==> config.mk <==
export PLATFORM = sky130hd
export DESIGN_NAME = router_out_queue
export DESIGN_NICKNAME = d
export VERILOG_FILES = /design/src/rtl/router_pkg.sv /design/src/rtl/router_out_queue_sync_fifo.sv /design/src/rtl/router_out_queue.sv
export SDC_FILE = /design/constraint.sdc
export NUM_CORES = 1
export LEC_CHECK = 0
export BUFFER_PORTS_ARGS = -buffer_cell sky130_fd_sc_hd__buf_2
export CAP_MARGIN = 40
export CORE_ASPECT_RATIO = 1.5
export CORE_UTILIZATION = 35
export DETAILED_ROUTE_END_ITERATION = 8
export GPL_ROUTABILITY_DRIVEN = 0
export PLACE_DENSITY = 0.58
export REMOVE_ABC_BUFFERS = 1
export SYNTH_ARGS = -nofsm -noshare
export SYNTH_HDL_FRONTEND = slang
export SYNTH_SLANG_ARGS = --single-unit
==> constraint.sdc <==
create_clock -name clk -period 2.8 [get_ports clk]
set_clock_uncertainty 0.05 [all_clocks]
set_input_delay 0.56 -clock clk [delete_from_list [all_inputs] [get_ports clk]]
set_output_delay 0.56 -clock clk [all_outputs]
set_load 0.02 [all_outputs]
==> src/rtl/router_pkg.sv <==
// router_pkg: shared types and constants for the router egress stage.
//   PKT_W        : routed packet width
//   *_LSB/*_MSB  : field positions inside a routed packet
//   pkt_t        : routed packet layout {par, payload, ptype, dest}
//   q_entry_t    : what a per-destination queue stores {ptype, payload}
//   parity_err() : 1 when the packet fails the even-parity check
package router_pkg;

  localparam int PKT_W    = 13;
  localparam int NUM_DEST = 4;
  localparam int ENTRY_W  = 10;

  localparam int DEST_LSB = 0;
  localparam int DEST_MSB = 1;
  localparam int TYPE_LSB = 2;
  localparam int TYPE_MSB = 3;
  localparam int PAY_LSB  = 4;
  localparam int PAY_MSB  = 11;
  localparam int PAR_BIT  = 12;

  typedef struct packed {
    logic       par;
    logic [7:0] payload;
    logic [1:0] ptype;
    logic [1:0] dest;
  } pkt_t;

  typedef struct packed {
    logic [1:0] ptype;
    logic [7:0] payload;
  } q_entry_t;

  // Even parity over all 13 bits: a good packet XORs to zero.
  function automatic logic parity_err(input pkt_t pkt);
    return ^pkt;
  endfunction

endpackage

==> src/rtl/router_out_queue_sync_fifo.sv <==
// sync_fifo: first-word-fall-through circular buffer.
//   clk     : clock
//   rst     : asynchronous active-low reset (pointers only)
//   wr_en   : push wr_data (ignored when full)
//   wr_data : entry to push
//   rd_en   : pop the head entry (ignored when empty)
//   rd_data : head entry, valid whenever empty is low
//   empty   : no entries held
//   full    : DEPTH entries held
module sync_fifo #(
  parameter int WIDTH = 10,
  parameter int DEPTH = 4
) (
  input  logic             clk,
  input  logic             rst,
  input  logic             wr_en,
  input  logic [WIDTH-1:0] wr_data,
  input  logic             rd_en,
  output logic [WIDTH-1:0] rd_data,
  output logic             empty,
  output logic             full
);

  localparam int AW = $clog2(DEPTH);
  localparam int PW = AW + 1;

  logic [PW-1:0]    wr_ptr_q, wr_ptr_d;
  logic [PW-1:0]    rd_ptr_q, rd_ptr_d;
  logic [WIDTH-1:0] mem_q [DEPTH];
  logic             do_wr, do_rd;

  // The extra MSB on each pointer is a wrap bit: equal pointers mean empty,
  // equal low bits with differing wrap bits mean full.
  assign empty = (wr_ptr_q == rd_ptr_q);
  assign full  = (wr_ptr_q[AW-1:0] == rd_ptr_q[AW-1:0]) &&
                 (wr_ptr_q[AW] != rd_ptr_q[AW]);

  assign do_wr = wr_en && !full;
  assign do_rd = rd_en && !empty;

  always_comb begin
    wr_ptr_d = wr_ptr_q;
    rd_ptr_d = rd_ptr_q;
    if (do_wr) wr_ptr_d = wr_ptr_q + PW'(1);
    if (do_rd) rd_ptr_d = rd_ptr_q + PW'(1);
  end

  always_ff @(posedge clk or negedge rst) begin
    if (!rst) begin
      wr_ptr_q <= '0;
      rd_ptr_q <= '0;
    end else begin
      wr_ptr_q <= wr_ptr_d;
      rd_ptr_q <= rd_ptr_d;
    end
  end

  // Storage is not reset; the pointers alone define which entries are live.
  always_ff @(posedge clk) begin
    if (do_wr) mem_q[wr_ptr_q[AW-1:0]] <= wr_data;
  end

  // Head falls through combinationally from the entry at the read pointer.
  assign rd_data = mem_q[rd_ptr_q[AW-1:0]];

endmodule

==> src/rtl/router_out_queue.sv <==
// router_out_queue: egress buffering stage after router_top.
//   clk         : clock
//   rst         : asynchronous active-low reset
//   in_packet   : routed packet {par, payload[7:0], type[1:0], dest[1:0]}
//   in_valid    : upstream offers in_packet
//   in_ready    : packet accepted this cycle (parity drops always accepted)
//   out_valid   : per-destination head present
//   out_ready   : per-destination consumer takes the head
//   out_payload : per-destination head payload
//   out_type    : per-destination head type
//   full        : per-destination queue holds DEPTH entries
//   drop_cnt    : saturating count of parity-error drops
module router_out_queue
  import router_pkg::*;
#(
  parameter int DEPTH = 4,
  parameter int CNT_W = 8
) (
  input  logic                          clk,
  input  logic                          rst,
  input  logic [PKT_W-1:0]              in_packet,
  input  logic                          in_valid,
  output logic                          in_ready,
  output logic [NUM_DEST-1:0]           out_valid,
  input  logic [NUM_DEST-1:0]           out_ready,
  output logic [NUM_DEST-1:0][7:0]      out_payload,
  output logic [NUM_DEST-1:0][1:0]      out_type,
  output logic [NUM_DEST-1:0]           full,
  output logic [CNT_W-1:0]              drop_cnt
);

  pkt_t                 pkt;
  logic                 perr;
  logic [1:0]           dest;
  logic                 accept;
  logic [NUM_DEST-1:0]  push;
  logic [NUM_DEST-1:0]  empty;
  q_entry_t             wr_entry;
  q_entry_t             head [NUM_DEST];
  logic [CNT_W-1:0]     drop_cnt_q, drop_cnt_d;

  assign pkt  = pkt_t'(in_packet);
  assign perr = parity_err(pkt);
  assign dest = pkt.dest;

  // Bad-parity packets are swallowed regardless of queue state; good ones
  // stall only when their own destination is full.
  assign in_ready = rst && (perr || !full[dest]);
  assign accept   = in_valid && in_ready;

  assign wr_entry = '{ptype: pkt.ptype, payload: pkt.payload};

  always_comb begin
    push = '0;
    if (accept && !perr) push[dest] = 1'b1;
  end

  generate
    for (genvar gi = 0; gi < NUM_DEST; gi++) begin : g_queue
      sync_fifo #(
        .WIDTH (ENTRY_W),
        .DEPTH (DEPTH)
      ) u_fifo (
        .clk     (clk),
        .rst     (rst),
        .wr_en   (push[gi]),
        .wr_data (wr_entry),
        .rd_en   (out_ready[gi]),
        .rd_data (head[gi]),
        .empty   (empty[gi]),
        .full    (full[gi])
      );

      assign out_valid[gi]   = !empty[gi];
      assign out_payload[gi] = head[gi].payload;
      assign out_type[gi]    = head[gi].ptype;
    end
  endgenerate

  always_comb begin
    drop_cnt_d = drop_cnt_q;
    if (accept && perr && (drop_cnt_q != '1)) drop_cnt_d = drop_cnt_q + CNT_W'(1);
  end

  always_ff @(posedge clk or negedge rst) begin
    if (!rst) drop_cnt_q <= '0;
    else      drop_cnt_q <= drop_cnt_d;
  end

  assign drop_cnt = drop_cnt_q;

endmodule

* Word level (Yosys, flattened, before mapping) *
Memories as Yosys holds them, arrays and structs flattened.
Index checks and enable logic that the tools add are counted.

cells by class
  add/subtract/negate cells = 9
  $lt $le $gt $ge = 2
  equality and inequality tests = 13
  mux-type cells = 13
  reductions and logical operators = 30

operators with widths
  cell                 count
  $add 3x1->3 const B  8
  $logic_and 1x1->1    18
  $reduce_xor 13->1    1
  $eq 3x3->1           4
  $logic_not 1->1      10
  $mux 1               10
  $add 8x1->8 const B  1
  $eq 2x2->1           4
  $ne 8x8->1 const B   1
  $mux 4               1
  $ne 1x1->1           4
  $lt 2x3->1 const B   1
  $bmux 1 s2           1
  $demux 1 s2          1
  $ge 2x1->1 const B   1
  $logic_or 1x1->1     1

storage, ports and cells
  bits in registers = 32
  bits in writable memories = 160
  word-level logic and storage cells = 80
  memories = 4

memories
  memory                   depth  bits a word  read ports  clocked after Yosys merged registers in  write ports  RTL line                          text
  g_queue[0].u_fifo.mem_q  4      10           1           0                                        1            router_out_queue_sync_fifo.sv:29  logic [WIDTH-1:0] mem_q [DEPTH];
  g_queue[1].u_fifo.mem_q  4      10           1           0                                        1            router_out_queue_sync_fifo.sv:29
  g_queue[2].u_fifo.mem_q  4      10           1           0                                        1            router_out_queue_sync_fifo.sv:29
  g_queue[3].u_fifo.mem_q  4      10           1           0                                        1            router_out_queue_sync_fifo.sv:29

* Logic depth before layout (Yosys ltp) *
Gate-level depths: netlist (run 1).

  depth in word-level cells = 13
  gate-level depth with buffers = 8
  depth with buffers taken out = 7

* Cells and area by module *
Synthesis (run 1) repeated with hierarchy kept, for this count alone.

unflattened totals
  cells, all modules = 471
  area total of the unflattened synthesis = 8320.5 µm²

modules (own cells, without submodules)
  module                             times used  cells an instance  area an instance (µm²)  seq. area each (µm²)
  sync_fifo (g_queue[1].u_fifo ...)  3           101                1914.3                  1351.3
  sync_fifo (g_queue[0].u_fifo)      1           101                1908.1                  1351.3
  router_out_queue                   1           67                 669.4                   200.2

* Least setup slack after synthesis (run 1) *
Ideal clock, no wire load.

  kind = input to register
  start = in in_packet[0]
  end = reg drop_cnt_q[1], in the netlist drop_cnt[1]
  arrival time = 2.435 ns
  required time = 2.622 ns
  setup slack = 0.188 ns
  cell stages on the path = 8
  path through = inv_1 -> ha_1 -> xnor2_1 -> xnor2_1 -> xnor3_2 -> buf_6 -> nor3_2 -> mux2_1

on the way
  word-level cells in the longest chain between the ends = 8
  elaborated cells between the ends (all ways) = 9
  classes of those cells = mux (2); reduce/logical (7)

ends and longest elaborated chain
  element                             RTL line                text
  start: declaration                  router_out_queue.sv:21  input logic [PKT_W-1:0] in_packet,
  $bmux 1 s2                          router_out_queue.sv:48  assign in_ready = rst && (perr || !full[dest]);
  $mux 1 (not written as such)        router_out_queue.sv:48
  $logic_not 1->1                     router_out_queue.sv:48
  $logic_or 1x1->1                    router_out_queue.sv:48
  $logic_and 1x1->1                   router_out_queue.sv:48
  $logic_and 1x1->1                   router_out_queue.sv:49  assign accept = in_valid && in_ready;
  $logic_and 1x1->1 (*) (2 in a row)  router_out_queue.sv:82  if (accept && perr && (drop_cnt_q != '1)) drop_cnt_d = drop_cnt_q + CNT_W'(1);
  end signal: assignment              router_out_queue.sv:87  else drop_cnt_q <= drop_cnt_d;
  end: declaration                    router_out_queue.sv:40  logic [CNT_W-1:0] drop_cnt_q, drop_cnt_d;

Mark *: on every way between the ends. The rest lies on a longest branch, timed or not. The select of a mux whose other input is x is not followed.
A chain may end at the register's enable or synchronous reset.

* Final worst setup path (run 1) *
  start = reg g_queue[2].u_fifo.rd_ptr_q[0]
  end = out in_ready

on the way
  word-level cells in the longest chain between the ends = 7

ends and longest elaborated chain
  element                       RTL line                          text
  start: declaration            router_out_queue_sync_fifo.sv:28  logic [PW-1:0] rd_ptr_q, rd_ptr_d;
  start signal: assignment      router_out_queue_sync_fifo.sv:54  rd_ptr_q <= rd_ptr_d;
  $eq 2x2->1                    router_out_queue_sync_fifo.sv:35  assign full = (wr_ptr_q[AW-1:0] == rd_ptr_q[AW-1:0]) &&
  $logic_and 1x1->1             router_out_queue_sync_fifo.sv:35
  $bmux 1 s2                    router_out_queue.sv:48
  $mux 1 (not written as such)  router_out_queue.sv:48
  $logic_not 1->1               router_out_queue.sv:48
  $logic_or 1x1->1              router_out_queue.sv:48
  $logic_and 1x1->1             router_out_queue.sv:48
  end: declaration              router_out_queue.sv:23            output logic in_ready,

No other way between the ends. The select of a mux whose other input is x is not followed.

==> results.txt, run 1 <==
Setup repair after global routing could not meet its margin everywhere. At the pin with the least slew margin, the transition time is 0.478 ns. The number of setup violations in the final report is 1. The fraction of layout instances using a drive strength above 1 came out at about 41%.

The cell-internal power came out at about 6.4 mW. Subtracting the final worst setup slack from the clock period gives 2.85 ns. The type of element capturing the critical path is an output pin. The clock tree from TritonCTS is done. The flow ran to the end, but the final reports show violations. CTS built an H-tree with a depth of 4.

Sorting the synthesized cells by area gives the leading types as sky130_fd_sc_hd__edfxtp_1 61%, sky130_fd_sc_hd__mux4_2 12%, sky130_fd_sc_hd__dfrtp_1 10%. The family with the most delay on the worst path is multiplexers. The sequential fraction of the synthesis area is approximately 71%.

The first-pass GRT wire length came out at about 26 mm. Walking the worst path, the cells encountered are xor2_1 -> or3_4 -> mux4_2 -> o21a_1 -> buf_6. The wire length reported by the detailed router is around 16 mm. The core box area came out at 22300 um^2.

For this run, design rule violations remaining after detail routing come to 8. The power per cell area came out at approximately 990 nW/um^2. On the worst path, the slowest cell contributes a delay of between 0.4 and 0.5 ns. Max-cap violations in this run came to 0.

The library cell used most frequently in the layout, excluding fill and tap cells, is sky130_fd_sc_hd__edfxtp_1. Entering global routing, the biggest net connects 19 pins. In this run the register-to-register setup slack is between 0.3 and 0.4 ns. The switching power share of the total is 32.5%. The path class of the tightest hold or removal check is primary input to async pin. The count of pins over their slew limit came to 0.

The number of different library cells in the post-synthesis netlist is 34. The required time of the critical path is roughly 2.2 ns. The clock group share of total power came out at 26.0%. The reg-to-reg critical path startpoint is g_queue[2].u_fifo.rd_ptr_q[0]$_DFFE_PN0P_. The number of sinks driven by the clock tree came out at 192. The port buffer count is between 70 and 80.

The area growth from synthesis to layout is 21.4%. The initial utilization of the core area, before any placement, comes to a little over a third. The die area came out at around 23000 um^2. The library cells used most frequently in the layout, excluding fill and tap cells, are 160 x sky130_fd_sc_hd__edfxtp_1, 75 x sky130_fd_sc_hd__buf_2, 48 x sky130_fd_sc_hd__buf_4, 41 x sky130_fd_sc_hd__mux4_2. The combinational power share came out at between 30% and 40%. In this run the worst path has a maximum fanout of 2. The number of cells in the design after placement came out at around 800.

The highest achievable clock rate is around 350 MHz. Of the post-synthesis cell area, the dominant cell type holds about three fifths. After clock tree synthesis, the clock-pin slew on the worst setup and hold paths is around 0.06 ns. The global-route total usage across every layer is approximately 15%. The total standard cell area after synthesis is just under 8000 um^2.

The via count of the first global-routing pass came out at between 4000 and 5000. Cells fill a little over two fifths of the core in the end. The checks that failed: DRC, setup timing.

Using the TritonRoute via totals, the vias-per-cell ratio works out to 4.81. The cell depth of the worst flop-to-flop path is 6. The cell taking the most area after synthesis is sky130_fd_sc_hd__edfxtp_1.

The final cell count without fillers is 831. The buffer levels on the longest clock path is 2. In this run the core area contains 67 standard-cell rows. The instance area after placement is about 8900 um^2. The number of nets in the layout came out at ~600. Once routing completed, OpenROAD measured the worst setup slack at -0.0468 ns. The relative contribution of sequential cells to total power came out at between 30% and 40%. The number of buffers and inverters on the critical path came out at 1. For this run, the number of Yosys warnings is 0. The leakage power of the design is roughly 3.6 nW. The half-perimeter wire length of the detailed placement result came out at between 10 and 15 mm. The finished layout cell area is slightly below 10000 um^2. The repair_antennas step left the layout with diodes totalling 0.

The hold violation total from the final report came out at 0. The DRC violation total after the first TritonRoute iteration is roughly 180. The number of antenna violations at the first check in global routing came out at 0. The worst setup path is of the flip-flop to output pin kind.

The peak ir drop on the vdd network came out at 0.000432 V. The count of nets left with antenna violations once routing finished came out at 0. For this design the total switching power over the nets is roughly 3.1 mW. The CTS buffer count is 17. The die boundary height is roughly 190 um.

The number of top-level pins came out at 77. Synthesis inferred roughly 190 register bits. The per-cell routed wire length came out at a little under 20 um. The insertion delay to the later sink of the worst-skew pair came out at ~0.43 ns. The post-synthesis cell count came out at a little over 400. The buffer type at the clock tree root is sky130_fd_sc_hd__clkbuf_16. The endpoint identified for the worst register-to-register timing path is g_queue[3].u_fifo.mem_q[1][7]$_DFFE_PP_. The worst setup path is launched from a flip-flop. The number of buffers added to fix hold violations after cts is 0. The first detailed-routing pass ran for 6 iterations. The total congestion overflow after global routing came out at 0. At the worst endpoint, the arrival time is roughly 2.2 ns. The total number of vias is roughly 4000. The worst relative slew slack is 68.0%. The die is about 120 um wide. The post-synthesis average cell area is between 15 and 20 um^2. The ratio of final minimum period to clock period is 102%. Among all stages on the critical path, the largest delay is contributed by sky130_fd_sc_hd__mux4_2.
## cell type report
cell class / count / area [um^2]
clock buffer: 19 / 433
clock inverter: 13 / 169
fill: 1985 / 12700
inverter: 18 / 67.6
multi-input combinational: 186 / 2200
sequential: 192 / 5610
tap: 276 / 345
timing repair buffer: 127 / 807
## worst max-delay path by stage
| stage | startpoint | end | slack (ns) | cells past startpoint |
|---|---|---|---|---|
| final | g_queue[2].u_fifo.rd_ptr_q[0]$_DFFE_PN0P_ | in_ready | -0.05 | 5 |
| after global routing | g_queue[1].u_fifo.wr_ptr_q[1]$_DFFE_PN0P_ | in_ready | -0.12 | 5 |
| after CTS | g_queue[2].u_fifo.rd_ptr_q[0]$_DFFE_PN0P_ | in_ready | -0.06 | 5 |
| after detailed placement | in_packet[0] | g_queue[2].u_fifo.mem_q[1][0]$_DFFE_PP_ | -0.10 | 8 |
| after global placement | in_packet[0] | g_queue[3].u_fifo.mem_q[1][6]$_DFFE_PP_ | -0.07 | 8 |
| after floorplan | g_queue[0].u_fifo.rd_ptr_q[0]$_DFFE_PN0P_ | in_ready | 0.12 | 4 |
## timing repair
action	4_1_cts	5_1_grt
gates resized for setup	7	0
setup endpoints to repair	1	1
buffers inserted	11	0
pin swaps	5	0
## through the flow
step                total power, mW  hold WS, ns  TNS [ns]  setup WS (ns)
floorplan                      5.82        0.214         0          0.117
global placement               6.91        0.424     -5.41        -0.0683
detailed placement             6.98        0.426    -10.58         -0.103
CTS                            9.62       0.0581   -0.0595        -0.0595
global route                   9.96       0.0715    -0.121         -0.121
finish                         9.50       0.0690   -0.0468        -0.0468
## routing by layer
| layer | routed length [um] | GRT usage (%) |
|---|---|---|
| met1 | 6530 | 16.9 |
| met2 | 8930 | 27.4 |
| met3 | 468 | 3.04 |
| met4 | 505 | 7.60 |
| met5 | 0 | 0 |
## sequential cells by signal, indices dropped and copies added (netlist names)
signal                   flops
g_queue.u_fifo.rd_ptr_q     12
drop_cnt                     8
g_queue.u_fifo.wr_ptr_q     12
g_queue.u_fifo.mem_q       160
## worst reg2reg max path, stage by stage (launching register included)
cell and delay [ns]:
sky130_fd_sc_hd__dfrtp_1 0.40, sky130_fd_sc_hd__xor2_1 0.16, sky130_fd_sc_hd__or3_4 0.42, sky130_fd_sc_hd__mux4_2 0.48, sky130_fd_sc_hd__buf_4 0.19, sky130_fd_sc_hd__and3_4 0.18
sky130_fd_sc_hd__and2_2 0.29
## synth_stat cells
| cell type | n |
|---|---|
| sky130_fd_sc_hd__buf_1 | 4 |
| sky130_fd_sc_hd__nor3_2 | 1 |
| sky130_fd_sc_hd__edfxtp_1 | 160 |
| sky130_fd_sc_hd__xnor2_2 | 1 |
| sky130_fd_sc_hd__xnor2_1 | 30 |
| sky130_fd_sc_hd__or3_4 | 1 |
| sky130_fd_sc_hd__nand2_1 | 10 |
| sky130_fd_sc_hd__nor3_1 | 1 |
| sky130_fd_sc_hd__mux2_4 | 4 |
| sky130_fd_sc_hd__xor2_1 | 14 |
| sky130_fd_sc_hd__nand2b_1 | 1 |
| sky130_fd_sc_hd__ha_1 | 25 |
| sky130_fd_sc_hd__nor2_1 | 5 |
| sky130_fd_sc_hd__buf_4 | 4 |
| sky130_fd_sc_hd__inv_1 | 18 |
| sky130_fd_sc_hd__and2_2 | 12 |
| sky130_fd_sc_hd__buf_6 | 1 |
| sky130_fd_sc_hd__nor4_1 | 3 |
| sky130_fd_sc_hd__and2_1 | 1 |
| sky130_fd_sc_hd__mux2_2 | 5 |
| sky130_fd_sc_hd__dfrtp_1 | 32 |
| sky130_fd_sc_hd__o21a_1 | 1 |
| sky130_fd_sc_hd__or4_1 | 1 |
| sky130_fd_sc_hd__and3_1 | 5 |
| sky130_fd_sc_hd__or3_1 | 3 |
| sky130_fd_sc_hd__nand4_1 | 4 |
| sky130_fd_sc_hd__nand3_1 | 9 |
| sky130_fd_sc_hd__and3_4 | 4 |
| sky130_fd_sc_hd__and3_2 | 1 |
| sky130_fd_sc_hd__mux2_1 | 1 |
| sky130_fd_sc_hd__clkbuf_1 | 4 |
| sky130_fd_sc_hd__nor4b_1 | 1 |
| sky130_fd_sc_hd__xnor3_2 | 1 |
| sky130_fd_sc_hd__mux4_2 | 41 |
## logic make-up after synthesis
| family | share of synthesized area, % |
|---|---|
| DFF | 70.7 |
| buffers and inverters | 1.75 |
| adders and majority gates | 3.94 |
| AOI/OAI and AO/OA | 0.0947 |
| xor gates and xnor gates | 5.36 |
| and+or+nand+nor | 4.95 |
| muxes | 13.2 |
## power by group through the flow
stage / logic [mW] / clock network [mW] / registers, mW
final: 3.47 / 2.47 / 3.57
after global routing: 3.75 / 2.62 / 3.60
after CTS: 3.53 / 2.51 / 3.57
after detailed placement: 3.32 / 0 / 3.67
after global placement: 3.25 / 0 / 3.66
after floorplan: 1.95 / 0 / 3.87
Note: power is estimated with default switching activity, not from simulation.
==> inputs of run 2 (changes only) <==
--- a/config.mk
+++ b/config.mk
@@ -13,6 +13,7 @@
 export GPL_ROUTABILITY_DRIVEN = 0
 export PLACE_DENSITY = 0.58
 export REMOVE_ABC_BUFFERS = 1
+export SLEW_MARGIN = 15
 export SYNTH_ARGS = -nofsm -noshare
 export SYNTH_HDL_FRONTEND = slang
 export SYNTH_SLANG_ARGS = --single-unit
==> constraint.sdc (replaced) <==
create_clock -name clk -period 3.1 [get_ports clk]
set_clock_uncertainty 0.05 [all_clocks]
set_input_delay 0.62 -clock clk [delete_from_list [all_inputs] [get_ports clk]]
set_output_delay 0.62 -clock clk [all_outputs]
set_load 0.02 [all_outputs]
==> run 2 against run 1 <==
  * Die area did not move
  * Clock-buffer cell count rose by 1
  * Via count fell by 2.7%
  * Global-route usage fell by 0.58 points
  * Register-to-register slack improved by 0.20 ns
  * Worst hold slack improved by 0.059 ns
  * Critical path depth did not move
  * Highest routed layer unchanged
  * Total power fell by 15%
  * Flip-flop and latch count did not move
  * Sequential power fell by 8.7%
  * The run ends with DRC left
==> results.txt, run 2 (synthesis results as in run 1) <==
Result of the run: finished, violations left (unchanged). Violated checks: DRC (was DRC, setup timing). The CTS buffer count is 17 (unchanged). The number of cells in the design after placement is 773 (was 788). The most common library cell in the layout ignoring fill and taps was sky130_fd_sc_hd__edfxtp_1 (unchanged). The number of inserted diodes was 0 (unchanged). The pin count of the biggest net entering global routing was 20 (was 19). The synthesis-to-finish area growth came out at 17.8% (was 21.4%). The half-perimeter wire length of the detailed placement result is 11.7 mm (was 11.6 mm). The worst relative slew slack is 70.8% (was 68.0%). The required time of the critical path is 2.43 ns (was 2.19 ns). The die boundary height is 186 um (unchanged). The highest achievable clock rate came out at about 330 MHz. The peak ir drop on the vdd network came out at 0.000374 V (was 0.000432 V). The number of buffers added to fix hold violations after cts is 0 (unchanged). The per-cell via count in the routed design is 4.84 (was 4.81).

The finished layout cell area is 9350 um^2 (was 9630 um^2). The buffer type at the clock tree root is sky130_fd_sc_hd__clkbuf_16 (unchanged). The signal arrival time at the worst endpoint is 2.33 ns (was 2.24 ns). The buffer levels on the longest clock path is 2 (unchanged). The number of search-and-repair iterations in the first detailed-routing pass is 8 (was 6). The transition at the pin with the smallest max-transition slack came to 0.436 ns (was 0.478 ns).

The number of flip-flops in the largest register is 160 (unchanged). The per-cell routed wire length is 20.0 um (was 19.8 um). The width of the die is 125 um (unchanged). The count of pins over their slew limit is 0 (unchanged). The maximum fanout encountered on the critical timing path is 5 (was 2). The wire length reported by the detailed router came out at 16.1 mm (was 16.4 mm).

The core box area came out at 22300 um^2 (unchanged). The number of sinks driven by the clock tree is 192 (unchanged). The minimum setup slack after placement came out at 0.0783 ns (was -0.103 ns). The global-route total usage across every layer is 14.6% (was 15.2%). The via count of the first global-routing pass came out at 4155 (was 4509). The final total power is 8.06 mW (was 9.50 mW). The number of top-level pins came to 77 (unchanged). The final standard cell utilization of the core came out at 41.9% (was 43.2%). The hold violation total from the final report came out at 0 (unchanged). Commonest cells after routing, fill and taps aside: 160 x sky130_fd_sc_hd__edfxtp_1, 76 x sky130_fd_sc_hd__buf_2, 41 x sky130_fd_sc_hd__mux4_2, 32 x sky130_fd_sc_hd__dfrtp_1, 30 x sky130_fd_sc_hd__xnor2_1 (was 160 x sky130_fd_sc_hd__edfxtp_1, 75 x sky130_fd_sc_hd__buf_2, 48 x sky130_fd_sc_hd__buf_4, 41 x sky130_fd_sc_hd__mux4_2). The worst hold slack after final layout is 0.128 ns (was 0.0690 ns). The leakage power of the design was 3.47 nW (was 3.63 nW).

The final total negative setup slack is 0 ns (was -0.0468 ns). The insertion delay to the later sink of the worst-skew pair came out at 0.42 ns (was 0.43 ns). The type of the tightest min-delay check is primary input to async pin (unchanged).

The number of remaining DRC errors is 8 (unchanged). The delay of the slowest cell on the worst path is 0.50 ns (was 0.48 ns). The number of setup violations in the final report was 0 (was 1). The port buffer count came out at 76 (unchanged).

The initial standard-cell utilization of the core is 35.6% (unchanged). The instance area after placement came out at 8830 um^2 (was 8930 um^2). The critical path class is flip-flop to output pin (unchanged). The number of antenna violations at the first check in global routing was 0 (unchanged).

The clock tree from TritonCTS is done (unchanged). The power per cell area came out at 862 nW/um^2 (was 986 nW/um^2). The final worst-path setup slack came out at 0.101 ns (was -0.0468 ns). The number of core rows was 67 (unchanged). The cell with the largest stage delay on the worst path is sky130_fd_sc_hd__mux4_2 (unchanged).

The critical path startpoint category is a flip-flop (unchanged). The type of element capturing the critical path was an output pin (unchanged). The post-CTS clock slew at the launch and capture registers of the worst setup and hold paths came out at 0.06 ns (about the same). The family with the most delay on the worst path was multiplexers (unchanged).

The number of buffers and inverters on the critical path is 1 (unchanged). The first-pass GRT wire length was 24.7 mm (was 25.6 mm). Setup repair after global routing missed its margin: no (was yes). The fraction of layout instances using a drive strength above 1 was 37.3% (was 41.3%). The number of nets in the layout came out at 562 (was 587). The final critical path takes up 96.7% of the cycle. The total congestion overflow after global routing is 0 (unchanged). Cells traversed along the worst timing path: xor2_1 -> or3_1 -> mux4_2 -> o21a_1 -> buf_2 (was xor2_1 -> or3_4 -> mux4_2 -> o21a_1 -> buf_6). The max capacitance violation total is 0 (unchanged). The die area is 23300 um^2 (unchanged). The DRC violation total after the first TritonRoute iteration came out at 220 (was 177). The total number of vias is 3891 (was 3999). The H-tree level count is 4 (unchanged).

The clock period could shrink to roughly 3 ns. The final cell count without fillers came to 804 (was 831). The number of routed nets with antenna violations came out at 0 (unchanged).
run 2: power by group:
group          switching, mW  leakage (nW)  internal (mW)  total (mW)
Sequential             0.215          1.83           3.04        3.26
Clock                  0.839         0.249           1.08        1.92
Combinational           1.62          1.39           1.27        2.88
run 2: cell type report:
| type | instances | area (um^2) |
|---|---|---|
| Inverter | 18 | 67.6 |
| Fill cell | 1988 | 13000 |
| Tap cell | 276 | 345 |
| Multi-Input combinational cell | 186 | 2190 |
| Sequential cell | 192 | 5610 |
| Clock inverter | 10 | 72.6 |
| Timing Repair Buffer | 102 | 626 |
| Clock buffer | 20 | 437 |
run 2: worst reg2reg max path: cells and delay by family (launching register included):
kind          cells  cell delay [ns]
buf+inv           1             0.19
flops             1             0.44
simple gates      3             0.91
xor+xnor          1             0.18
mux               1             0.50
run 2: layer usage:
| layer | GRT usage [%] | wire [um] | vias to the layer above |
|---|---|---|---|
| met3 | 2.64 | 519 | 14 |
| li1 | - | - | 1783 |
| met2 | 28.3 | 9270 | 77 |
| met5 | 0 | 0 | - |
| met1 | 15.8 | 6100 | 2017 |
| met4 | 4.64 | 226 | 0 |
run 2: worst paths after layout:
path / cells past startpoint / from / slack, ns / to
min: 2 / rst / 0.13 / drop_cnt[1]$_DFFE_PN0P_
min in group clk: 3 / out_ready[1] / 0.44 / g_queue[1].u_fifo.rd_ptr_q[2]$_DFFE_PN0P_
min reg2reg: 1 / g_queue[3].u_fifo.wr_ptr_q[2]$_DFFE_PN0P_ / 0.44 / g_queue[3].u_fifo.wr_ptr_q[2]$_DFFE_PN0P_
max: 5 / g_queue[3].u_fifo.wr_ptr_q[1]$_DFFE_PN0P_ / 0.10 / in_ready
max reg2reg: 6 / g_queue[3].u_fifo.wr_ptr_q[1]$_DFFE_PN0P_ / 0.57 / g_queue[0].u_fifo.mem_q[0][8]$_DFFE_PP_
max in group asynchronous: 2 / rst / 2.63 / g_queue[3].u_fifo.rd_ptr_q[1]$_DFFE_PN0P_
run 2: timing repair:
item	4_1_cts	5_1_grt
endpoints found under the setup margin	1	1
endpoints found under the hold margin	0	0
gates resized for setup	0	1
buffers inserted	1	0
